`config.mk`:
```
export PLATFORM = sky130hd
export DESIGN_NAME = dmem_port_arbiter
export DESIGN_NICKNAME = d
export VERILOG_FILES = /design/src/rtl/risc16_pkg.sv /design/src/rtl/dmem_port_arbiter.sv
export SDC_FILE = /design/constraint.sdc
export NUM_CORES = 1
export LEC_CHECK = 0
export CORE_MARGIN = 5
export CORE_UTILIZATION = 37
export DETAILED_ROUTE_END_ITERATION = 8
export GPL_TIMING_DRIVEN = 0
export HOLD_SLACK_MARGIN = 0.02
export PLACE_DENSITY = 0.86
export SETUP_SLACK_MARGIN = 0.05
export SLEW_MARGIN = 20
export SYNTH_ARGS = -nofsm -noshare
export SYNTH_HDL_FRONTEND = slang
export SYNTH_SLANG_ARGS = --single-unit
```
`constraint.sdc`:
```
create_clock -name clk -period 5 [get_ports clk]
set_input_delay 0.75 -clock clk [delete_from_list [all_inputs] [get_ports clk]]
set_output_delay 0.75 -clock clk [all_outputs]
set_load 0.05 [all_outputs]
```
`src/rtl/risc16_pkg.sv`:
```
// Shared RISC16 definitions: data-memory geometry, port ids and the
// data-memory arbiter state encoding.
package risc16_pkg;

    localparam int DMEM_AW = 8;
    localparam int DATA_W  = 16;

    typedef enum logic {
        PORT_CPU = 1'b0,
        PORT_DBG = 1'b1
    } port_e;

    typedef enum logic {
        ARB  = 1'b0,
        LOCK = 1'b1
    } arb_state_e;

endpackage

```
`src/rtl/dmem_port_arbiter.sv`:
```
// Shares the single synchronous-read data-memory port between the CPU (fixed
// priority, with a read-modify-write lock) and the debug/loader master.
module dmem_port_arbiter
    import risc16_pkg::*;
#(
    parameter int AW           = DMEM_AW,
    parameter int DW           = DATA_W,
    parameter int STARVE_LIMIT = 4
) (
    input  logic          clk,
    input  logic          rst,

    input  logic          cpu_req,
    input  logic          cpu_we,
    input  logic          cpu_lock,
    input  logic [AW-1:0] cpu_addr,
    input  logic [DW-1:0] cpu_wdata,
    output logic          cpu_gnt,
    output logic          cpu_rvalid,
    output logic [DW-1:0] cpu_rdata,

    input  logic          dbg_req,
    input  logic          dbg_we,
    input  logic [AW-1:0] dbg_addr,
    input  logic [DW-1:0] dbg_wdata,
    output logic          dbg_gnt,
    output logic          dbg_rvalid,
    output logic [DW-1:0] dbg_rdata,

    output logic          mem_en,
    output logic          mem_we,
    output logic [AW-1:0] mem_addr,
    output logic [DW-1:0] mem_wdata,
    input  logic [DW-1:0] mem_rdata
);

    localparam int            CW    = $clog2(STARVE_LIMIT + 1);
    localparam logic [CW-1:0] LIMIT = CW'(STARVE_LIMIT);

    arb_state_e    state_q, state_d;
    logic [CW-1:0] wait_q, wait_d;
    logic          rsp_valid_q;
    port_e         rsp_owner_q;
    logic [DW-1:0] cpu_hold_q, dbg_hold_q;

    // NOTE: every output of a combinational block gets a default first, so
    // no path leaves a signal unassigned and no latch is inferred.
    always_comb begin
        state_d = state_q;
        cpu_gnt = 1'b0;
        dbg_gnt = 1'b0;
        if (!rst) begin
            case (state_q)
                ARB: begin
                    if (dbg_req && (wait_q == LIMIT || !cpu_req)) begin
                        dbg_gnt = 1'b1;
                    end else if (cpu_req) begin
                        cpu_gnt = 1'b1;
                        if (cpu_lock) state_d = LOCK;
                    end
                end
                LOCK: begin
                    cpu_gnt = cpu_req;
                    if (!cpu_lock) state_d = ARB;
                end
                default: state_d = ARB;
            endcase
        end
    end

    always_comb begin
        wait_d = wait_q;
        if (!dbg_req || dbg_gnt) begin
            wait_d = '0;
        end else if (wait_q != LIMIT) begin
            wait_d = wait_q + 1'b1;
        end
    end

    always_comb begin
        mem_en    = cpu_gnt | dbg_gnt;
        mem_we    = 1'b0;
        mem_addr  = '0;
        mem_wdata = '0;
        if (cpu_gnt) begin
            mem_we    = cpu_we;
            mem_addr  = cpu_addr;
            mem_wdata = cpu_wdata;
        end else if (dbg_gnt) begin
            mem_we    = dbg_we;
            mem_addr  = dbg_addr;
            mem_wdata = dbg_wdata;
        end
    end

    // NOTE: all state updates use non-blocking assignments so every register
    // samples values from before the edge, independent of statement order.
    always_ff @(posedge clk) begin
        if (rst) begin
            state_q     <= ARB;
            wait_q      <= '0;
            rsp_valid_q <= 1'b0;
            rsp_owner_q <= PORT_CPU;
            cpu_hold_q  <= '0;
            dbg_hold_q  <= '0;
        end else begin
            state_q     <= state_d;
            wait_q      <= wait_d;
            rsp_valid_q <= mem_en & ~mem_we;
            if (mem_en) rsp_owner_q <= dbg_gnt ? PORT_DBG : PORT_CPU;
            if (cpu_rvalid) cpu_hold_q <= mem_rdata;
            if (dbg_rvalid) dbg_hold_q <= mem_rdata;
        end
    end

    // Memory data arrives the cycle after the grant, so the response is steered
    // from mem_rdata directly and remembered for the hold-last-value behaviour.
    // Reset masks a response still in flight from the previous cycle.
    assign cpu_rvalid = rsp_valid_q & ~rst & (rsp_owner_q == PORT_CPU);
    assign dbg_rvalid = rsp_valid_q & ~rst & (rsp_owner_q == PORT_DBG);
    assign cpu_rdata  = rst ? '0 : (cpu_rvalid ? mem_rdata : cpu_hold_q);
    assign dbg_rdata  = rst ? '0 : (dbg_rvalid ? mem_rdata : dbg_hold_q);

endmodule

```
Word-level counts from Yosys, hierarchy flattened
Cells that the tools add are included. W data, S select, Z words.

Reductions and logical operators: 6. Eq/ne operators: 2. Multiplexer cells: 22. Add/sub/neg operators: 1. Bitwise logic cells: 9.

Operators by type and width (count): $mux W16 (6); $mux W8 (2); $mux W1 (12); $and A1 B1 Y1 (4); $not A1 Y1 (4); $pmux W1 S2 (2); $add A3 B1 Y3 const B (1); $eq A3 B3 Y1 const B (1); $ne A3 B3 Y1 const B (1); $logic_not A1 Y1 (2); $logic_or A1 B1 Y1 (2); $reduce_or A2 Y1 (1); $logic_and A1 B1 Y1 (1); $or A1 B1 Y1 (1).

Bits of input ports: 71. Register bits after elaboration: 38. Output and inout bits: 62.

Longest topological paths before layout
Gate-level depths: netlist (run 1).

Word-level depth: 10. Depth in mapped cells: 6. Depth with buffers taken out: 5.

Worst setup path before layout (run 1)
No wires, ideal clock.

Path kind: in2out. Start: in rst. End: out cpu_rdata[11]. Buffers on the path: 2. Slack: 1.956 ns. Arrival time: 2.294 ns. Cell stages on the path: 4. Data required time: 4.250 ns. Path through: buf_2 -> clkbuf_1 -> nand2b_1 -> o21ai_0.

Word-level cells in the longest chain between the ends: 5.

Ends and longest elaborated chain: from (decl) (RTL line dmem_port_arbiter.sv:11) `input logic rst,`; $not A1 Y1 (RTL line dmem_port_arbiter.sv:119) `assign cpu_rvalid = rsp_valid_q & ~rst & (rsp_owner_q == PORT_CPU);`; $and A1 B1 Y1 (2 in a row) (RTL line dmem_port_arbiter.sv:119); $mux W16; $mux W16 (*); to (decl) (RTL line dmem_port_arbiter.sv:20) `output logic [DW-1:0] cpu_rdata,`.

Mark *: on every way between the ends. The rest lies on a longest branch, timed or not.

Final worst setup path (run 1)
Start: in rst. End: out cpu_rdata[6].

The elaborated chain is that of the path after synthesis.

==> metrics.md, run 1 <==
| Metric | Value |
|---|---|
| Core area | `0.00472 sq mm` |
| Placer Congestion | `0.810` |
| Commonest cells after routing, fill and taps aside | `clkdlybuf4s50_1 (132), nand2_1 (51), dfxtp_1 (38), nand2b_1 (17), nand3b_1 (16)` |
| Post-CTS Setup Bufs | `0` |
| Yosys reg bits | `38` |
| Syn_nets | `280` |
| Setup CP Type | `in -> out` |
| Final worst path period need | `3.93 ns` |
| Slew HR | `63.5%` |
| Pwr Density | `260 mW/mm^2` |
| WP data required | `4.25 ns` |
| Setup TNS | `0 ns` |
| Placement Setup Slack | `1.08 ns` |
| Cells taking the most area after synthesis | `dfxtp_1 (42%), nand2_1 (11%), a22o_2 (8.3%), nand3b_1 (6.7%), nand2b_1 (5.9%)` |
| Critical Path Fanout Max | `10` |
| Gr usage total | `21.2%` |
| Post-Synthesis Cells | `207` |
| CTS Buffer Depth | `2` |
| Most common cell after layout, fill and taps aside | `clkdlybuf4s50_1` |
| Total congestion overflow | `0` |
| RSZ-0062 raised after global routing | `no` |
| Max-cap violations | `0` |
| Ys Warns | `0` |
| Clk pwr share | `36.7%` |
| Routed Antenna Nets | `0` |
| First DRT Iteration DRCs | `104` |
| CTS tree | `yes` |
| I/O pin count | `133` |
| Worst-Margin Slew | `0.546 ns` |
| Unique masters post-synth | `30` |
| Detailed Place HPWL | `5450 microns` |
| Row cnt | `25` |
| Placed cell area | `0.00321 sq mm` |
| # diodes | `0` |
| Post-Syn Area per Cell | `8.72 sq um` |
| Dpl cells | `406` |
| Clk root buf | `clkbuf_8` |
| Startpoint types | `primary input` |
| Die footprint | `0.00638 sq mm` |
| Logic pwr share | `27.0%` |
| Fin nets | `419` |
| Starting Density | `38.2%` |
| Cell Int Power | `0.633 mW` |
| P_leak | `1.32 nW` |
| Fin. Hold Viols | `0` |
| Hold WS | `0.479 ns` |
| Net Switching | `0.237 mW` |
| Num CTS Buffers | `5` |
| Die W | `79.9 microns` |
| Clock edge transition at the registers on the reported setup and hold paths | `0.07 ns` |
| H-tree levels | `2` |
| Die height | `79.9 microns` |
| CTS resizes | `0` |
| Synthesized area | `0.00181 sq mm` |
| P&R area growth vs syn | `85.7%` |
| Initial antenna violation count | `0` |
| Worst path arrival time | `3.18 ns` |
| Overall Power | `0.870 mW` |
| Final Setup Violations | `0` |
| Share of layout cells above drive strength 1 | `11.5%` |
| Port bufs | `132` |
| Worst hold path class | `reg -> reg` |
| Worst Slack Setup Final | `1.07 ns` |
| DR WL/cell | `16.6 microns` |
| First-pass GRT wire length | `10400 microns` |
| Overall routed net length | `6880 microns` |
| Drt first pass iters | `4` |
| Clock Sinks | `38` |
| Seq pwr share | `36.3%` |
| Vias in the first global route | `2103` |
| Vias per cell | `4.88` |
| Via count | `2022` |
| Drt drc | `0` |
| Share of the clock period used by the worst path | `78.7%` |
| Post-Route Utilization | `71.0%` |
| Largest net degree at the start of global routing | `13` |
| Sw frac | `27.2%` |
| Worst VDD drop | `0.000166 V` |
| Slew Limit Fails | `0` |
| Outcome | `finished clean` |
| Post-route insts no fill | `414` |
| Worst Skew | `0.00549 ns` |
| Crit path capture type | `output port` |
| Cts hold-fix bufs | `0` |
| Design area | `0.00335 sq mm` |
| Post-synth top area share | `42.1%` |
| Layout filler cell count | `387` |
| Post-synth top area cell | `dfxtp_1` |
| Post-synthesis sequential area ratio | `42.1%` |
| Highest clock rate | `254 MHz` |
| Worst skew pair latency | `0.29 ns` |
==> Yosys cell counts, drive strengths merged <==
master / instances
and4b: 1
nor3b: 2
dfxtp: 38
nor4b: 1
o21ai: 18
xnor2: 1
o31ai: 1
nor2b: 1
buf: 9
nor2: 7
a21boi: 1
and2b: 1
clkbuf: 4
nand2: 51
a22o: 26
nand3b: 17
ha: 2
inv: 5
nor3: 2
nand2b: 17
a21oi: 1
nand3: 1
==> worst max-delay path: stages <==
cell	delay, ns
clkdlybuf4s50_1	0.56
buf_2	0.26
clkbuf_1	0.22
nand2b_1	0.19
o21ai_0	0.32
clkdlybuf4s50_1	0.88
==> logic make-up after synthesis <==
kind of cell	after synthesis	synth area share (%)
AOI/OAI and AO/OA	47	20.0
xor gates and xnor gates	1	0.485
adders and majority gates	2	1.39
buffers and inverters	18	5.54
DFF	38	42.1
and+or+nand+nor	101	30.5
==> cell type report <==
class                      count  area (sq um)  area share [%]
clock buffer                   6          82.6            2.46
timing repair buffer         132          1320            39.4
inverter                       5          18.8           0.560
tap                           67          83.8            2.50
buffer                        13          81.3            2.43
sequential                    38           761            22.7
clock inverter                 2          60.1            1.79
multi-input combinational    151           945            28.2
==> power by group through the flow <==
stage	registers [mW]	clock network (mW)	logic [mW]
detailed placement	0.323	0	0.234
floorplan	0.322	0	0.124
CTS	0.316	0.324	0.236
finish	0.316	0.319	0.235
global placement	0.322	0	0.232
global route	0.317	0.337	0.246
==> path summary, 6_finish.rpt <==
path	to	startpoint	slack [ns]	depth (start not counted)
worst max-delay path	cpu_rdata[6]	rst	1.07	6
worst min-delay path	dbg_hold_q[13]$_DFF_P_	dbg_hold_q[13]$_DFF_P_	0.48	2
worst max register to register	rsp_valid_q$_SDFF_PP0_	wait_q[0]$_SDFFE_PP0N_	3.43	5
worst min register to register	dbg_hold_q[13]$_DFF_P_	dbg_hold_q[13]$_DFF_P_	0.48	2
==> routing by layer <==
metal	global-route usage [%]	routed length, microns	share of wire, %
met5	0	0	0
met4	8.95	197	2.9
met3	3.84	315	4.6
met2	38.1	3780	55
met1	24.3	2590	38
==> registers in the layout, summed over array words and instances (netlist names) <==
register and count:
cpu_hold_q 16, wait_q 3, rsp_owner_q 1, dbg_hold_q 16, rsp_valid_q 1, state_q 1
Note: power is estimated with default switching activity, not from simulation.
==> run 2, diff against run 1 <==
--- a/config.mk
+++ b/config.mk
@@ -6,11 +6,11 @@
 export NUM_CORES = 1
 export LEC_CHECK = 0
 export CORE_MARGIN = 5
-export CORE_UTILIZATION = 37
+export CORE_UTILIZATION = 31
 export DETAILED_ROUTE_END_ITERATION = 8
 export GPL_TIMING_DRIVEN = 0
 export HOLD_SLACK_MARGIN = 0.02
-export PLACE_DENSITY = 0.86
+export PLACE_DENSITY = 0.77
 export SETUP_SLACK_MARGIN = 0.05
 export SLEW_MARGIN = 20
 export SYNTH_ARGS = -nofsm -noshare
==> constraint.sdc (replaced) <==
create_clock -name clk -period 3.6 [get_ports clk]
set_input_delay 0.54 -clock clk [delete_from_list [all_inputs] [get_ports clk]]
set_output_delay 0.54 -clock clk [all_outputs]
set_load 0.05 [all_outputs]
==> run 2 against run 1 <==
  * First-iteration DRC count increased by 7.7%
  * Highest routed layer unchanged
  * Critical path type unchanged
  * Clock skew decreased by 0.0026 ns
  * Largest cell class unchanged
  * Core utilization decreased by 11 points
  * Non-clock buffer count unchanged
  * Total power increased by 22%
==> metrics.md, run 2 (synthesized netlist as in run 1, its figures left out) <==
| Metric | Value |
|---|---|
| Post-route insts no fill | `419 (+1.2%)` |
| DR WL/cell | `16.1 microns (-3.4%)` |
| Share of layout cells above drive strength 1 | `11.2% (-0.29 points)` |
| CTS tree | `yes` |
| P_leak | `1.54 nW (+16%)` |
| Final Setup Violations | `0 (unchanged)` |
| First DRT Iteration DRCs | `112 (+7.7%)` |
| Critical Path Fanout Max | `10 (unchanged)` |
| Highest clock rate | `291 MHz` |
| Die height | `86.3 microns (+8.1%)` |
| Placed cell area | `0.00322 sq mm (+0.19%)` |
| P&R area growth vs syn | `85.0%` |
| Max-cap violations | `0 (unchanged)` |
| Startpoint types | `primary input` |
| Worst-Margin Slew | `0.538 ns (-0.00801 ns)` |
| Vias per cell | `4.65 (-4.8%)` |
| Worst skew pair latency | `0.29 ns (about the same)` |
| Die W | `86.3 microns (+8.1%)` |
| Worst Skew | `0.00287 ns (-0.00261 ns)` |
| Fin. Hold Viols | `0 (unchanged)` |
| Largest net degree at the start of global routing | `12 (-1)` |
| Worst hold path class | `reg -> reg` |
| Port bufs | `132 (unchanged)` |
| Overall Power | `1.06 mW (+22%)` |
| Cts hold-fix bufs | `0 (unchanged)` |
| Setup CP Type | `in -> out` |
| Clock edge transition at the registers on the reported setup and hold paths | `0.07 ns (about the same)` |
| Slew HR | `64.0% (+0.59 points)` |
| First-pass GRT wire length | `10300 microns (-1.2%)` |
| Drt first pass iters | `4 (unchanged)` |
| Vias in the first global route | `2001 (-4.9%)` |
| Slew Limit Fails | `0 (unchanged)` |
| Row cnt | `27 (+8.0%)` |
| CTS Buffer Depth | `2 (unchanged)` |
| I/O pin count | `133 (unchanged)` |
| Design area | `0.00334 sq mm (-0.37%)` |
| Dpl cells | `411 (+1.2%)` |
| Drt drc | `0 (unchanged)` |
| Post-Route Utilization | `59.9% (-11 points)` |
| M3 GR Usage | `3.71% (-0.13 points)` |
| Overall routed net length | `6730 microns (-2.2%)` |
| Placer Congestion | `0.802 (-0.90%)` |
| Cell mode on critical path | `clkdlybuf4s50_1` |
| WP data required | `3.06 ns (-1.19 ns)` |
| Routed Antenna Nets | `0 (unchanged)` |
| Reg2reg setup slack | `1.99 ns (-1.44 ns)` |
| Initial antenna violation count | `0 (unchanged)` |
| Largest registers | `cpu_hold_q x16, dbg_hold_q x16, wait_q x3` |
| M1 GR Usage | `22.3% (-2.0 points)` |
| H-tree levels | `2 (unchanged)` |
| Pwr Density | `318 mW/mm^2 (+23%)` |
| Share of the clock period used by the worst path | `95.3%` |
| Worst VDD drop | `0.000245 V (+47%)` |
| Starting Density | `32.4% (-5.8 points)` |
| Global Route met2 Usage | `28.6% (-9.5 points)` |
| Num CTS Buffers | `5 (unchanged)` |
| Crit path capture type | `output port` |
| Clk root buf | `clkbuf_8` |
| Detailed Place HPWL | `5320 microns (-2.3%)` |
| Fin nets | `419 (unchanged)` |
| GRT Max-Usage Layer | `met2` |
| # diodes | `0 (unchanged)` |
| Via count | `1949 (-3.6%)` |
| Total congestion overflow | `0 (unchanged)` |
| Worst path slowest cell | `clkdlybuf4s50_1` |
| Die footprint | `0.00745 sq mm (+17%)` |
| Post-CTS Setup Bufs | `0 (unchanged)` |
| RSZ-0062 raised after global routing | `no` |
| Setup TNS | `0 ns (unchanged)` |
| Gr usage total | `17.2% (-3.9 points)` |
| Crit path cell chain | `clkdlybuf4s50_1, a21boi_2, nor3_4, buf_4, a22o_1, clkdlybuf4s50_1` |
| Outcome | `finished clean` |
| Clock Sinks | `38 (unchanged)` |
| Final worst path period need | `3.43 ns` |
| Most common cell after layout, fill and taps aside | `clkdlybuf4s50_1` |
| Core area | `0.00557 sq mm (+18%)` |
| Commonest cells after routing, fill and taps aside | `clkdlybuf4s50_1 (119), nand2_1 (51), dfxtp_1 (38), nand2b_1 (17), nand3b_1 (16)` |
| Crit-path max cell delay | `0.81 ns (-0.07 ns)` |
| Worst path arrival time | `2.89 ns (-0.29 ns)` |
## run 2: cell count changes in the layout (fill, tap and decap cells not counted), sizes merged
cell and delta:
clkbuf +1, dlymetal6s2s +13, clkinv +1, clkdlybuf4s50 -13, bufinv -2
## run 2: through the flow
| stage | hold WS, ns | worst slack (ns) |
|---|---|---|
| 3_5_place_dp | 0.462 | 0.106 |
| 6_report | 0.469 | 0.168 |
| 3_3_place_gp | 0.458 | 0.150 |
| 2_1_floorplan | 0.460 | 0.976 |
| 5_1_grt | 0.494 | 0.0558 |
| 4_1_cts | 0.474 | 0.104 |
## run 2: worst paths after layout
path                          startpoint                     end  cells after the start
hold / removal    cpu_hold_q[10]$_DFF_P_  cpu_hold_q[10]$_DFF_P_                      2
setup reg to reg  wait_q[0]$_SDFFE_PP0N_  rsp_valid_q$_SDFF_PP0_                      5
hold reg to reg   cpu_hold_q[10]$_DFF_P_  cpu_hold_q[10]$_DFF_P_                      2
setup / recovery                 cpu_req           mem_wdata[13]                      6
## run 2: what timing repair did
item                       CTS  global route
hold endpoints to repair     0             0
gates resized for setup      0            13
setup endpoints to repair    0            13
## run 2: metal layers
metal / vias up / part of all wire (%)
met4: 0 / 1.7
met5: - / 0
met2: 55 / 52
li1: 987 / -
met1: 896 / 42
met3: 11 / 4.4
## run 2: worst max-delay path: cells and delay by family
family                 cells  cell delay [ns]
buffers and inverters      3             1.57
AO/OA/AOI/OAI              2             0.39
AND/OR/NAND/NOR            1             0.38
## run 2: cell type report
cell class | instances | area (sq um)
fill | 490 | 2230
timing repair buffer | 132 | 1350
multi-input combinational | 151 | 945
sequential | 38 | 761
tap | 72 | 90.1
clock buffer | 7 | 86.3
buffer | 13 | 81.3
inverter | 5 | 18.8
clock inverter | 1 | 5.00
## run 2: power breakdown
part	switching (mW)	leakage, nW	internal (mW)
clock	0.145	0.0482	0.154
sequential	0.00514	0.308	0.433
combinational	0.175	1.18	0.150
total	0.325	1.54	0.738
